**src/rtl/spi_adxl_master.sv**
```systemverilog
// spi_adxl_master
// Runs one 16-bit SPI mode-3 frame (CPOL=1, CPHA=1) to the ADXL345 for each request
// from the register sequencer. It returns the byte clocked in during bits 7..0 with a
// one-cycle ack.
//
// Ports
//   clk_i       system clock
//   rst_i       asynchronous active-high reset
//   req_i       transaction request (level), sampled only while idle
//   pachet_i    command: [15]=R/W (1=read) [14]=MB [13:8]=reg addr [7:0]=write data
//   ack_o       one-cycle pulse when the frame is finished and data_o is valid
//   data_o      last read byte; held across write frames
//   busy_o      high from request acceptance until the chip-select gap has elapsed
//   spi_cs_n_o  chip select, active low
//   spi_sclk_o  SPI clock, idles high
//   spi_mosi_o  master data out, MSB first
//   spi_miso_i  slave data in
module spi_adxl_master #(
    parameter int unsigned CLK_DIV = 25,  // clk_i cycles per SCLK half-period, >= 2
    parameter int unsigned CS_GAP  = 4    // clk_i cycles with CS_N high after ack, >= 1
) (
    input  logic        clk_i,
    input  logic        rst_i,
    input  logic        req_i,
    input  logic [15:0] pachet_i,
    output logic        ack_o,
    output logic [7:0]  data_o,
    output logic        busy_o,
    output logic        spi_cs_n_o,
    output logic        spi_sclk_o,
    output logic        spi_mosi_o,
    input  logic        spi_miso_i
);

    localparam int unsigned DivW = (CLK_DIV > 1) ? $clog2(CLK_DIV) : 1;
    localparam int unsigned GapW = (CS_GAP > 1) ? $clog2(CS_GAP) : 1;
    localparam logic [DivW-1:0] DivLast = DivW'(CLK_DIV - 1);
    localparam logic [GapW-1:0] GapLast = GapW'(CS_GAP - 1);

    typedef enum logic [2:0] {
        StIdle,
        StSetup,
        StShift,
        StHold,
        StAck,
        StGap
    } state_e;

    state_e          state_q, state_d;
    logic [DivW-1:0] div_q, div_d;
    logic [GapW-1:0] gap_q, gap_d;
    logic [4:0]      bit_cnt_q, bit_cnt_d;  // rising SCLK edges completed in this frame
    logic [15:0]     tx_q, tx_d;
    logic [7:0]      rx_q, rx_d;
    logic            ack_q, ack_d;
    logic [7:0]      data_q, data_d;
    logic            busy_q, busy_d;
    logic            cs_n_q, cs_n_d;
    logic            sclk_q, sclk_d;
    logic            mosi_q, mosi_d;

    logic            div_last;
    logic [3:0]      tx_idx;

    always_comb begin
        state_d   = state_q;
        div_d     = div_q;
        gap_d     = gap_q;
        bit_cnt_d = bit_cnt_q;
        tx_d      = tx_q;
        rx_d      = rx_q;
        ack_d     = 1'b0;
        data_d    = data_q;
        busy_d    = busy_q;
        cs_n_d    = cs_n_q;
        sclk_d    = sclk_q;
        mosi_d    = mosi_q;
        div_last  = (div_q == DivLast);
        // On falling edge k (k >= 2) bit_cnt_q == k-1, so the bit to present is 16-k.
        tx_idx    = 4'd15 - bit_cnt_q[3:0];

        unique case (state_q)
            StIdle: begin
                if (req_i) begin
                    tx_d      = pachet_i;
                    cs_n_d    = 1'b0;
                    mosi_d    = pachet_i[15];
                    busy_d    = 1'b1;
                    div_d     = '0;
                    bit_cnt_d = '0;
                    state_d   = StSetup;
                end
            end

            StSetup: begin
                if (div_last) begin
                    // First falling edge; MOSI already carries bit 15 from acceptance.
                    div_d   = '0;
                    sclk_d  = 1'b0;
                    state_d = StShift;
                end else begin
                    div_d = div_q + DivW'(1);
                end
            end

            StShift: begin
                if (div_last) begin
                    div_d = '0;
                    if (!sclk_q) begin
                        sclk_d    = 1'b1;
                        rx_d      = {rx_q[6:0], spi_miso_i};
                        bit_cnt_d = bit_cnt_q + 5'd1;
                        if (bit_cnt_q == 5'd15) begin
                            state_d = StHold;
                        end
                    end else begin
                        sclk_d = 1'b0;
                        mosi_d = tx_q[tx_idx];
                    end
                end else begin
                    div_d = div_q + DivW'(1);
                end
            end

            StHold: begin
                if (div_last) begin
                    div_d   = '0;
                    cs_n_d  = 1'b1;
                    mosi_d  = 1'b1;
                    ack_d   = 1'b1;
                    gap_d   = '0;
                    state_d = StAck;
                    if (tx_q[15]) begin
                        data_d = rx_q;
                    end
                end else begin
                    div_d = div_q + DivW'(1);
                end
            end

            // The ack cycle is the first cycle of the chip-select gap.
            StAck, StGap: begin
                if (gap_q == GapLast) begin
                    busy_d  = 1'b0;
                    state_d = StIdle;
                end else begin
                    gap_d   = gap_q + GapW'(1);
                    state_d = StGap;
                end
            end

            default: begin
                state_d = StIdle;
            end
        endcase
    end

    always_ff @(posedge clk_i or posedge rst_i) begin
        if (rst_i) begin
            state_q   <= StIdle;
            div_q     <= '0;
            gap_q     <= '0;
            bit_cnt_q <= '0;
            tx_q      <= '0;
            rx_q      <= '0;
            ack_q     <= 1'b0;
            data_q    <= '0;
            busy_q    <= 1'b0;
            cs_n_q    <= 1'b1;
            sclk_q    <= 1'b1;
            mosi_q    <= 1'b1;
        end else begin
            state_q   <= state_d;
            div_q     <= div_d;
            gap_q     <= gap_d;
            bit_cnt_q <= bit_cnt_d;
            tx_q      <= tx_d;
            rx_q      <= rx_d;
            ack_q     <= ack_d;
            data_q    <= data_d;
            busy_q    <= busy_d;
            cs_n_q    <= cs_n_d;
            sclk_q    <= sclk_d;
            mosi_q    <= mosi_d;
        end
    end

    assign ack_o      = ack_q;
    assign data_o     = data_q;
    assign busy_o     = busy_q;
    assign spi_cs_n_o = cs_n_q;
    assign spi_sclk_o = sclk_q;
    assign spi_mosi_o = mosi_q;

endmodule

```
**config.mk**
```make
export PLATFORM = sky130hd
export DESIGN_NAME = spi_adxl_master
export DESIGN_NICKNAME = d
export VERILOG_FILES = /design/src/rtl/spi_adxl_master.sv
export SDC_FILE = /design/constraint.sdc
export NUM_CORES = 1
export LEC_CHECK = 0
export BUFFER_PORTS_ARGS = -buffer_cell sky130_fd_sc_hd__buf_2
export CELL_PAD_IN_SITES_DETAIL_PLACEMENT = 2
export CELL_PAD_IN_SITES_GLOBAL_PLACEMENT = 2
export CORE_MARGIN = 2
export CORE_UTILIZATION = 37
export DETAILED_ROUTE_END_ITERATION = 7
export GPL_TIMING_DRIVEN = 1
export HOLD_SLACK_MARGIN = 0.12
export PLACE_DENSITY_LB_ADDON = 0.15
export SKIP_LAST_GASP = 1
export SLEW_MARGIN = 20
export SYNTH_ARGS = -nofsm -noshare
export SYNTH_HDL_FRONTEND = slang
export SYNTH_SLANG_ARGS = --single-unit
```
**constraint.sdc**
```tcl
create_clock -name clk_i -period 2.2 [get_ports clk_i]
set_input_delay 0.22 -clock clk_i [delete_from_list [all_inputs] [get_ports clk_i]]
set_output_delay 0.22 -clock clk_i [all_outputs]
set_load 0.1 [all_outputs]
```
# --- Word level (Yosys, flattened, before mapping) ---
# Index checks and enable logic that the tools add are counted.
word_totals:
  ff_bits: 52
  latchBits: 0
  ramBits: 0
  romBits: 0
  in_bits: 20
  out_inout_bits: 13
  elab_cells: 91
  memories: 0
op_classes:
  addsub: 4
  mul: 0
  div_mod_pow: 0
  n_lt_le_gt_ge: 1
  n_eq_ne: 17
  shift: 0
  n_mux: 35
  n_bitwise: 1
  reduce_logical: 21
op_table:
  columns: ["cell", "n"]
  rows:
  - ["3-bit 2-to-1 mux", 7]
  - ["5-bit 2-to-1 mux", 4]
  - ["5-bit one-hot mux with 2 select lines", 2]
  - ["2-bit != test (second input constant)", 9]
  - ["3-bit AND reduction", 6]
  - ["3-bit one-hot mux with 5 select lines", 1]
  - ["1-bit 2-to-1 mux", 13]
  - ["2-bit nonzero test", 6]
  - ["5-bit by 1-bit adder with 5-bit output (second input constant)", 2]
  - ["3-bit by 2-bit equality test with 1-bit output (second input constant)", 2]
  - ["3-bit equality test (second input constant)", 2]
  - ["1-bit one-hot mux with 2 select lines", 3]
  - ["6-bit AND reduction", 1]
  - ["5-bit by 4-bit equality test with 1-bit output (second input constant)", 1]
  - ["5-bit equality test (second input constant)", 1]
  - ["4-bit by 5-bit < comparator with 1-bit output (second input constant)", 1]
  - ["5-bit AND reduction", 1]
  - ["1-bit binary-select mux with 4-bit select", 1]
  - ["2-bit 2-to-1 mux", 2]
  - ["2-bit one-hot mux with 2 select lines", 1]
  - ["2-bit AND reduction", 2]
  - ["4-bit AND reduction", 1]
  - ["4-bit subtractor (first input constant)", 1]
  - ["3-bit by 1-bit equality test with 1-bit output (second input constant)", 1]
  - ["8 further kinds", 8]

# --- Longest topological paths before layout ---
# Gate-level depths: netlist (run 1).
logic_depth:
  word_depth: 6
  depth_mapped: 7
  depth_no_buf: 6

# --- Least setup slack after synthesis (run 1) ---
# Ideal clock, no wire load.
synth_timing:
  path_type: "register to register"
  from: "reg sclk_q (netlist: spi_sclk_o)"
  to: "reg bit_cnt_q[4]"
  arrival_time_ps: 1729
  required_ps: 2121
  path_slack_ps: 391
  stages_incl_launch_ff: 5
  synth_period_minus_slack_ps: 1809
  cell_sequence: "dfstp_2 > and2b_2 > a21oi_4 > nand2b_1 > mux2i_1"
synth_between:
  elab_chain_len: 2
synth_rtl:
  columns: ["item", "line", "rtl"]
  rows:
  - ["start, declared", "59", "logic sclk_q, sclk_d;"]
  - ["start signal, assigned", "183", "sclk_q <= sclk_d;"]
  - ["2-bit != test (no line)", null, null]
  - ["4-bit AND reduction (no line)", null, null]
  - ["end signal, assigned", "176", "bit_cnt_q <= bit_cnt_d;"]
  - ["end, declared", "52", "logic [4:0] bit_cnt_q, bit_cnt_d;"]
# Every way passes these cells.
# A chain may end at the register's enable or synchronous reset.

# --- Worst setup path in the final report (run 1) ---
layout_timing:
  from: "reg div_q[0]"
  to: "reg rx_q[4]"
layout_between:
  elab_chain_len: 2
layout_rtl:
  columns: ["item", "line", "rtl"]
  rows:
  - ["start, declared", "50", "logic [DivW-1:0] div_q, div_d;"]
  - ["start signal, assigned", "174", "div_q <= div_d;"]
  - ["5-bit equality test", "78", "div_last = (div_q == DivLast);"]
  - ["3-bit AND reduction (no line)", null, null]
  - ["end signal, assigned", "178", "rx_q <= rx_d;"]
  - ["end, declared", "54", "logic [7:0] rx_q, rx_d;"]
# Every way passes these cells.

==> results_dict.tcl, run 1 <==
set metrics [dict create \
    grt_usage_pct 18.3 \
    antenna_found_initial 0 \
    final.setup.tns_ns 0 \
    synth_most_common_cell "nand2_1" \
    crit_fanout 11 \
    syn_nets 255 \
    vias 1865 \
    drt.antenna.violating_nets 0 \
    cts_max_level 2 \
    cell_internal_pwr_mw 1.63 \
    ys.flop_type "dfrtp_1" \
    num_rows 29 \
    die_h_um 85.6 \
    first_global_vias 2104 \
    drv_slew 0 \
    power_leakage_nw 1.51 \
    min_path_type "input pin to flip-flop" \
    startpoint_type "flip-flop" \
    cp-end-kind "flip-flop" \
    grt_max_degree 34 \
    synth_edf_count 0 \
    start_util_pct 38.6 \
    final.setup_skew_ns 0.00688 \
    finalSetupViolCount 0 \
    overflow 0 \
    peakVddDrop_v 0.000389 \
    cp_slowest_cell "dfrtp_1" \
    synth_commonest_cells "nand2_1, dfrtp_1, mux2_2" \
    initialDrtViolationCount 54 \
    worst_path_largest_cell_delay_ns 0.42 \
    remaining_drc_errors 0 \
    slew_headroom_pct 51.6 \
    nets 305 \
    synthesis.instances 230 \
    portBuffers 32 \
    drt_wl_total_um 5990 \
    tightest_slew_ns 0.725 \
    cap_violations 0 \
    final_core_util_pct 46.0 \
    synthArstFlopShare_pct 100 \
    cts_buffer_depth 2 \
    final_min_period_over_clock_period_pct 86.2 \
    synth_top_area_share_pct 49.7 \
    wl_per_cell_um 16.8 \
    cts_sinks 52 \
    synth_top_cell_by_area "dfrtp_1" \
    dr.pass1.iters 4 \
    cts_tree "yes" \
    ios 33 \
    place_inst 336 \
    power_density_nw_per_um2 846 \
    seq_area_frac_synth_pct 52.9 \
    die_area_um2 7330 \
    crit_type "flip-flop to flip-flop" \
    path_clk_slew_ns 0.09 \
    power.share.combinational_pct 26.8 \
    drive_gt1_share_pct 29.3 \
    clock.fmax_mhz 527 \
    place.gp.congestion 0.764 \
    hpwlAfterDp_um 4200 \
    worstPathRequired_ns 2.39 \
    outcome "completed" \
    arrival_ns 2.08 \
    syn_avg_cell_area_um2 10.7 \
    core_area_um2 6390 \
    final_cells 357 \
    pwr-share-seq_pct 52.5 \
    insertion_delay_ns 0.30 \
    synth_area_leaders "dfrtp_1, nand2_1, mux2_2" \
    n_fill_cell 673 \
    fin_crit_ns 1.90 \
    root_buffer "clkbuf_8" \
    ys_types 46 \
    synth_area_um2 2470 \
    die-width_um 85.6 \
    post_cts_buffers 0 \
    path_cells "inv_1 > ha_1 > and4b_2 > nand2_1 > nor2_4 > mux2_2" \
    yosys_warnings 0 \
    area_growth_pct 19.2 \
    grt_pass1_wl_um 10600 \
    power.switching_mw 0.858 \
    cts_buffers 5 \
    rrSetupSlack_ns 0.30 \
    antenna_cells 0 \
    pwr-share-clk_pct 20.6 \
    hold_viol 0 \
    ys_seq_elements 52 \
    rsz0062_at_grt "false" \
    switching_share_pct 34.5 \
    power_mw 2.49 \
    viasPerCell 5.22 \
]
-- cell usage in the layout (no fill, tap or decap), drive strengths merged, types with 6 or more instances in the layout --
cell type,synthesis,routed
inv,8,8
mux2,18,18
clkbuf,3,6
dfrtp,49,49
o21ai,13,13
dlygate4sd3,0,14
buf,7,39
nand3,6,6
nor2,7,7
nand2,63,63
-- path summary, 6_finish.rpt --
path	to	depth (start not counted)	startpoint
setup / recovery	rx_q[4]$_DFFE_PP0P_	6	div_q[0]$_DFFE_PP0P_
hold reg to reg	spi_cs_n_o$_DFFE_PP1P_	2	spi_cs_n_o$_DFFE_PP1P_
max in group asynchronous	rx_q[7]$_DFFE_PP0P_	4	rst_i
hold / removal	tx_q[11]$_DFFE_PP0P_	3	pachet_i[11]
min in group asynchronous	tx_q[9]$_DFFE_PP0P_	3	rst_i
setup reg to reg	rx_q[4]$_DFFE_PP0P_	6	div_q[0]$_DFFE_PP0P_
-- sequential cells by signal (all words and copies together) (netlist names) --
name        cells
spi_cs_n_o      1
bit_cnt_q       5
state_q         3
data_o          8
rx_q            8
spi_sclk_o      1
div_q           5
tx_q           16
ack_o           1
gap_q           2
busy_o          1
spi_mosi_o      1
-- layer usage --
metal	part of all wire, %	track usage, %	up-vias
li1	-	-	879
met1	46	24.2	960
met2	52	31.3	22
met3	2.0	2.98	4
met4	0.82	4.62	0
met5	0	0	-
-- per-stage QoR --
| step | worst slack, ns | instance area [µm²] | hold WS, ns |
|---|---|---|---|
| finish | 0.304 | 2940 | 0.124 |
| global route | 0.120 | 2940 | 0.133 |
| CTS | 0.155 | 2940 | 0.126 |
| detailed placement | 0.149 | 2720 | 0.378 |
| global placement | 0.253 | 2720 | 0.390 |
| floorplan | 0.391 | 2470 | 0.325 |
-- area by class of cell --
type                    instances  area, µm²  area share [%]
well taps                      77       96.3            3.28
multi-input cells             160       1080            36.7
flip-flops and latches         52       1310            44.4
clock buffers                   6       72.6            2.47
repair buffers                 53        353            12.0
inverters                       8       30.0            1.02
clock inverters                 1       5.00           0.170
-- critical path, delay by kind of cell (launching register included) --
family,cells,cell delay (ns)
flip-flops,1,0.42
AND/OR/NAND/NOR,3,0.78
multiplexers,1,0.37
buffers and inverters,1,0.07
adder cells (fa/ha/maj),1,0.13
-- kinds of logic (layout without fill, tap and decap cells) --
logic type	after synthesis	count (layout)	share of synthesized area [%]
simple gates	103	103	21.4
xor+xnor	1	1	0.355
compound gates	27	27	7.20
buf+inv	18	68	3.45
mux	24	24	12.2
fa+ha+maj	5	5	2.54
flops	52	52	52.9
-- power groups by stage --
stage               logic, mW  clock network (mW)  registers (mW)
floorplan               0.457                   0            1.32
global placement        0.628                   0            1.31
detailed placement      0.653                   0            1.33
CTS                     0.678               0.546            1.31
global route            0.776               0.575            1.34
finish                  0.667               0.513            1.31
-- repair_timing --
item | 4_1_cts | 5_1_grt
hold endpoints to repair | 41 | 0
hold buffers | 14 | 0
resized for setup | 0 | 1
setup endpoints to repair | 0 | 7
No activity file was read; power rests on OpenSTA's default activity.
==> inputs of run 2 (changes only) <==
--- a/config.mk
+++ b/config.mk
@@ -11,9 +11,10 @@
 export CORE_MARGIN = 2
 export CORE_UTILIZATION = 37
 export DETAILED_ROUTE_END_ITERATION = 7
-export GPL_TIMING_DRIVEN = 1
+export GPL_TIMING_DRIVEN = 0
 export HOLD_SLACK_MARGIN = 0.12
 export PLACE_DENSITY_LB_ADDON = 0.15
+export RECOVER_POWER = 25
 export SKIP_LAST_GASP = 1
 export SLEW_MARGIN = 20
 export SYNTH_ARGS = -nofsm -noshare
==> run 2 against run 1 <==
Net effect:
- global-route usage grew 0.41 points
- die area is the same
- fmax grew 0.35%
- final cell count grew 1.7%
- sequential cell count is the same
- first-iteration DRC count shrank 31%
- clock power grew 11%
- cell area grew 1.1%
- critical path type unchanged
- critical endpoint is now rx_q[0]$_DFFE_PP0P_
==> results_dict.tcl, run 2 (same netlist as run 1, synthesis figures left out) <==
set metrics [dict create \
    cts_max_level 2 \
    worstPathRequired_ns 2.40 \
    insertion_delay_ns 0.31 \
    grt_max_degree 53 \
    cts_buffers 5 \
    viasPerCell 5.15 \
    die_h_um 85.6 \
    setup_ws_ns 0.310 \
    crit_type "flip-flop to flip-flop" \
    outcome "completed" \
    ios 33 \
    clock.fmax_mhz 529 \
    drt.antenna.violating_nets 0 \
    whs_ns 0.154 \
    regMostFlops "tx_q" \
    final_core_util_pct 46.6 \
    root_buffer "clkbuf_8" \
    hold_viol 0 \
    cts_tree "yes" \
    fin_crit_ns 1.89 \
    cts_resized 0 \
    dr.pass1.iters 4 \
    start_util_pct 38.6 \
    cts_sinks 52 \
    overflow 0 \
    peakVddDrop_v 0.000455 \
    power_density_nw_per_um2 857 \
    die-width_um 85.6 \
    rsz0062_at_grt "false" \
    startpoint_type "flip-flop" \
    remaining_drc_errors 0 \
    path_cells "inv_1 > ha_1 > and4b_1 > buf_6 > nand2_1 > nor2_4 > mux2_2" \
    first_global_vias 2196 \
    num_rows 29 \
    cp_slowest_cell "dfrtp_1" \
    postLayoutCellArea_um2 2970 \
    vias 1871 \
    final_cell_mix "nand2_1, dfrtp_1, buf_2" \
    n_fill_cell 669 \
    place_area_um2 2730 \
    final_cells 363 \
    tightest_slew_ns 1.10 \
    hpwlAfterDp_um 4070 \
    cp-end-kind "flip-flop" \
    antenna_found_initial 0 \
    crit_fanout 10 \
    path_clk_slew_ns 0.10 \
    final_min_period_over_clock_period_pct 85.9 \
    finalSetupViolCount 0 \
    worst_path_largest_cell_delay_ns 0.43 \
    final.setup.tns_ns 0 \
    grt_pass1_wl_um 10800 \
    power_mw 2.55 \
    place.gp.congestion 0.754 \
    largest_register_ffs 16 \
    slew_headroom_pct 26.3 \
    wl_per_cell_um 16.8 \
    place_inst 339 \
    cts_buffer_depth 2 \
    area_growth_pct 20.5 \
    grt_usage_pct 18.7 \
    drv_slew 0 \
    drive_gt1_share_pct 28.7 \
    die_area_um2 7330 \
    drt_wl_total_um 6110 \
    power_leakage_nw 1.52 \
    layout_commonest_cell "nand2_1" \
    core_area_um2 6390 \
    portBuffers 32 \
    final.setup_skew_ns 0.00303 \
    antenna_cells 0 \
    initialDrtViolationCount 37 \
    arrival_ns 2.09 \
    nets 310 \
    pre_cts_ws_ns 0.280 \
    min_path_type "input pin to flip-flop" \
    cap_violations 0 \
]
## run 2: cell types whose count changed in the layout (fill, tap and decap cells not counted), sizes merged
cell,previous run,this run
dlygate4sd3,14,16
inv,8,9
clkbuf,6,9
buf,39,38
clkinv,1,2
## run 2: repair_timing
action / 4_1_cts / 5_1_grt
buffers inserted: 0 / 0
hold endpoints to repair: 64 / 0
hold buffers: 16 / 0
## run 2: area by class of cell
cell class	count	area (µm²)	share of cell area, %
repair buffers	48	319	10.7
inverters	8	30.0	1.01
multi-input cells	160	1080	36.2
clock buffers	5	68.8	2.31
flip-flops and latches	52	1310	43.9
clock inverters	3	22.5	0.758
plain buffers	10	55.1	1.85
well taps	77	96.3	3.24
## run 2: layer usage
layer / wire (µm) / part of all wire [%] / GRT usage [%]
met2: 3070 / 50 / 32.0
met1: 2820 / 46 / 24.4
met3: 143 / 2.3 / 3.18
met5: 0 / 0 / 0
met4: 69 / 1.1 / 5.34
## run 2: worst max-delay path, delay by kind of cell (launching register included)
kind / cells / cell delay (ns)
fa+ha+maj: 1 / 0.15
simple gates: 3 / 0.58
mux: 1 / 0.38
buf+inv: 2 / 0.24
flops: 1 / 0.43
## run 2: final timing paths
kind	startpoint	to	slack, ns	cells past startpoint
setup reg to reg	div_q[0]$_DFFE_PP0P_	rx_q[0]$_DFFE_PP0P_	0.31	7
hold reg to reg	spi_cs_n_o$_DFFE_PP1P_	spi_cs_n_o$_DFFE_PP1P_	0.48	2
setup / recovery	div_q[0]$_DFFE_PP0P_	rx_q[0]$_DFFE_PP0P_	0.31	7
min in group asynchronous	rst_i	tx_q[13]$_DFFE_PP0P_	0.72	3
hold / removal	spi_miso_i	rx_q[0]$_DFFE_PP0P_	0.15	2
max in group asynchronous	rst_i	tx_q[6]$_DFFE_PP0P_	0.79	3
## run 2: where the power goes
part	leakage, nW	switching [mW]	total (mW)	internal (mW)
logic	0.796	0.446	0.710	0.264
clock network	0.0485	0.340	0.569	0.229
registers	0.679	0.123	1.27	1.15
==> inputs of run 3 (changes only) <==
--- a/config.mk
+++ b/config.mk
@@ -5,12 +5,12 @@
 export SDC_FILE = /design/constraint.sdc
 export NUM_CORES = 1
 export LEC_CHECK = 0
-export BUFFER_PORTS_ARGS = -buffer_cell sky130_fd_sc_hd__buf_2
 export CELL_PAD_IN_SITES_DETAIL_PLACEMENT = 2
 export CELL_PAD_IN_SITES_GLOBAL_PLACEMENT = 2
 export CORE_MARGIN = 2
-export CORE_UTILIZATION = 37
+export CORE_UTILIZATION = 40
 export DETAILED_ROUTE_END_ITERATION = 7
+export DONT_BUFFER_PORTS = 1
 export GPL_TIMING_DRIVEN = 0
 export HOLD_SLACK_MARGIN = 0.12
 export PLACE_DENSITY_LB_ADDON = 0.15
==> run 3 against run 2 <==
Net effect:
- hold slack better by 0.033 ns
- cell area is 4.5% lower
- clock skew is 0.0051 ns higher
- sequential cell count unchanged
- clock-buffer cell count did not move
- critical path type unchanged
- largest cell class unchanged
- non-clock buffer count down 29
- sequential power is 6% higher
- fmax is 6.6% lower
- sequential share of layout area up 2.1 points
- clock power shrank 1%
- utilization is 1.1 points higher
==> results_dict.tcl, run 3 (same netlist as run 1, synthesis figures left out) <==
set metrics [dict create \
    finalSetupViolCount 0 \
    first_global_vias 1995 \
    worst_path_dominant_cell_family "flip-flops" \
    whs_path_depth 3 \
    tightest_slew_ns 0.923 \
    slew_headroom_pct 38.5 \
    clock.fmax_mhz 494 \
    cts_sinks 52 \
    dr.pass1.iters 3 \
    regMostFlops "tx_q" \
    fin_crit_ns 2.02 \
    setup_ws_ns 0.176 \
    cts_max_level 2 \
    drt_wl_total_um 5960 \
    min_path_type "input pin to flip-flop" \
    die_area_um2 6810 \
    power.share.combinational_pct 24.5 \
    drive_gt1_share_pct 19.8 \
    ios 33 \
    cp_slowest_cell "dfstp_2" \
    path_clk_slew_ns 0.10 \
    switching_share_pct 35.6 \
    grt_max_degree 32 \
    startpoint_type "flip-flop" \
    worstPathRequired_ns 2.43 \
    cts_buffer_depth 2 \
    root_buffer "clkbuf_8" \
    crit_fanout 8 \
    die-width_um 82.5 \
    insertion_delay_ns 0.31 \
    wl_per_cell_um 18.0 \
    cp-end-kind "flip-flop" \
    layout_commonest_cell "nand2_1" \
    worst_path_largest_cell_delay_ns 0.96 \
    post_cts_buffers 0 \
    largest_register_ffs 16 \
    rsz0062_at_grt "false" \
    path_cells "and2b_2 > a21oi_4 > nand2b_1 > mux2i_1" \
    power.switching_mw 0.903 \
    pwr-share-seq_pct 53.4 \
    final.setup_skew_ns 0.00816 \
    die_h_um 82.5 \
    crit_type "flip-flop to flip-flop" \
    hpwlAfterDp_um 4340 \
    viasPerCell 5.30 \
    overflow 0 \
    cap_violations 0 \
    outcome "completed" \
    peakVddDrop_v 0.000439 \
    area_growth_pct 15.1 \
    rr_worst_depth 4 \
    grt_pass1_wl_um 9890 \
    core_area_um2 5960 \
    antenna_found_initial 0 \
    pre_cts_ws_ns 0.193 \
    final_core_util_pct 47.7 \
    drt.antenna.violating_nets 0 \
    initialDrtViolationCount 46 \
    power_mw 2.53 \
    antenna_cells 0 \
    nets 281 \
    worst-path-stages 4 \
    remaining_drc_errors 0 \
    place_area_um2 2580 \
    drv_slew 0 \
    pwr-share-clk_pct 22.1 \
    portBuffers 0 \
    final_cell_mix "nand2_1, dfrtp_1, mux2_2, dlygate4sd3_1, o21ai_0" \
    hold_viol 0 \
    num_rows 28 \
    start_util_pct 41.4 \
    power_density_nw_per_um2 893 \
    final_min_period_over_clock_period_pct 92.0 \
    place.gp.congestion 0.715 \
    postLayoutCellArea_um2 2840 \
    cts_tree "yes" \
    cts_buffers 5 \
    arrival_ns 2.26 \
    final.setup.tns_ns 0 \
    cell_internal_pwr_mw 1.63 \
    power_leakage_nw 1.39 \
    crit_buf_inv 0 \
    grt_usage_pct 19.5 \
    vias 1760 \
]
==> run 3: cell types whose count changed in the layout (fill, tap and decap cells not counted), sizes merged <==
cell and change:
buf -31, clkinv -2, dlygate4sd3 +2, clkinvlp +1, inv +1
==> run 3: final timing paths <==
check / from / endpoint / slack, ns
setup / recovery: spi_sclk_o$_DFFE_PP1P_ / bit_cnt_q[4]$_DFFE_PP0P_ / 0.18
hold / removal: req_i / div_q[0]$_DFFE_PP0P_ / 0.19
setup reg to reg: spi_sclk_o$_DFFE_PP1P_ / bit_cnt_q[4]$_DFFE_PP0P_ / 0.18
hold reg to reg: tx_q[14]$_DFFE_PP0P_ / tx_q[14]$_DFFE_PP0P_ / 0.49
max in group asynchronous: rst_i / tx_q[15]$_DFFE_PP0P_ / 0.42
min in group asynchronous: rst_i / rx_q[5]$_DFFE_PP0P_ / 0.50
==> run 3: stage by stage <==
stage,hold slack [ns],cells
after global placement,0.331,305
final,0.186,332
after global routing,0.195,332
after floorplan,0.325,230
after CTS,0.169,332
after detailed placement,0.149,306
==> run 3: cell type report <==
type / instances / area (µm²)
timing repair buffer: 19 / 185
clock inverter: 3 / 25.0
sequential: 52 / 1310
buffer: 10 / 55.1
multi-input combinational: 160 / 1080
inverter: 8 / 30.0
tap: 75 / 93.8
fill: 635 / 3120
clock buffer: 5 / 68.8
==> run 3: metal layers <==
layer  part of all wire [%]  GRT usage, %
met3                    3.3          4.13
met5                      0             0
met4                    1.4          5.74
met1                     39          21.4
met2                     56          37.3
==> run 3: tightest hold or removal path: stages <==
cell and delay, ns:
nor3_1 0.03, o21ai_0 0.13, o21ai_0 0.08
==> run 3: repair_timing <==
item	in CTS	in global routing
gates resized for setup	0	0
endpoints found under the hold margin	38	0
hold buffers	18	0
endpoints found under the setup margin	0	0
==> run 3: power groups by stage <==
stage          sequential (mW)  combinational [mW]  clock, mW
6_report                  1.35               0.621      0.561
2_1_floorplan             1.32               0.457          0
4_1_cts                   1.36               0.645      0.593
5_1_grt                   1.38               0.729      0.629
3_5_place_dp              1.37               0.615          0
3_3_place_gp              1.35               0.559          0
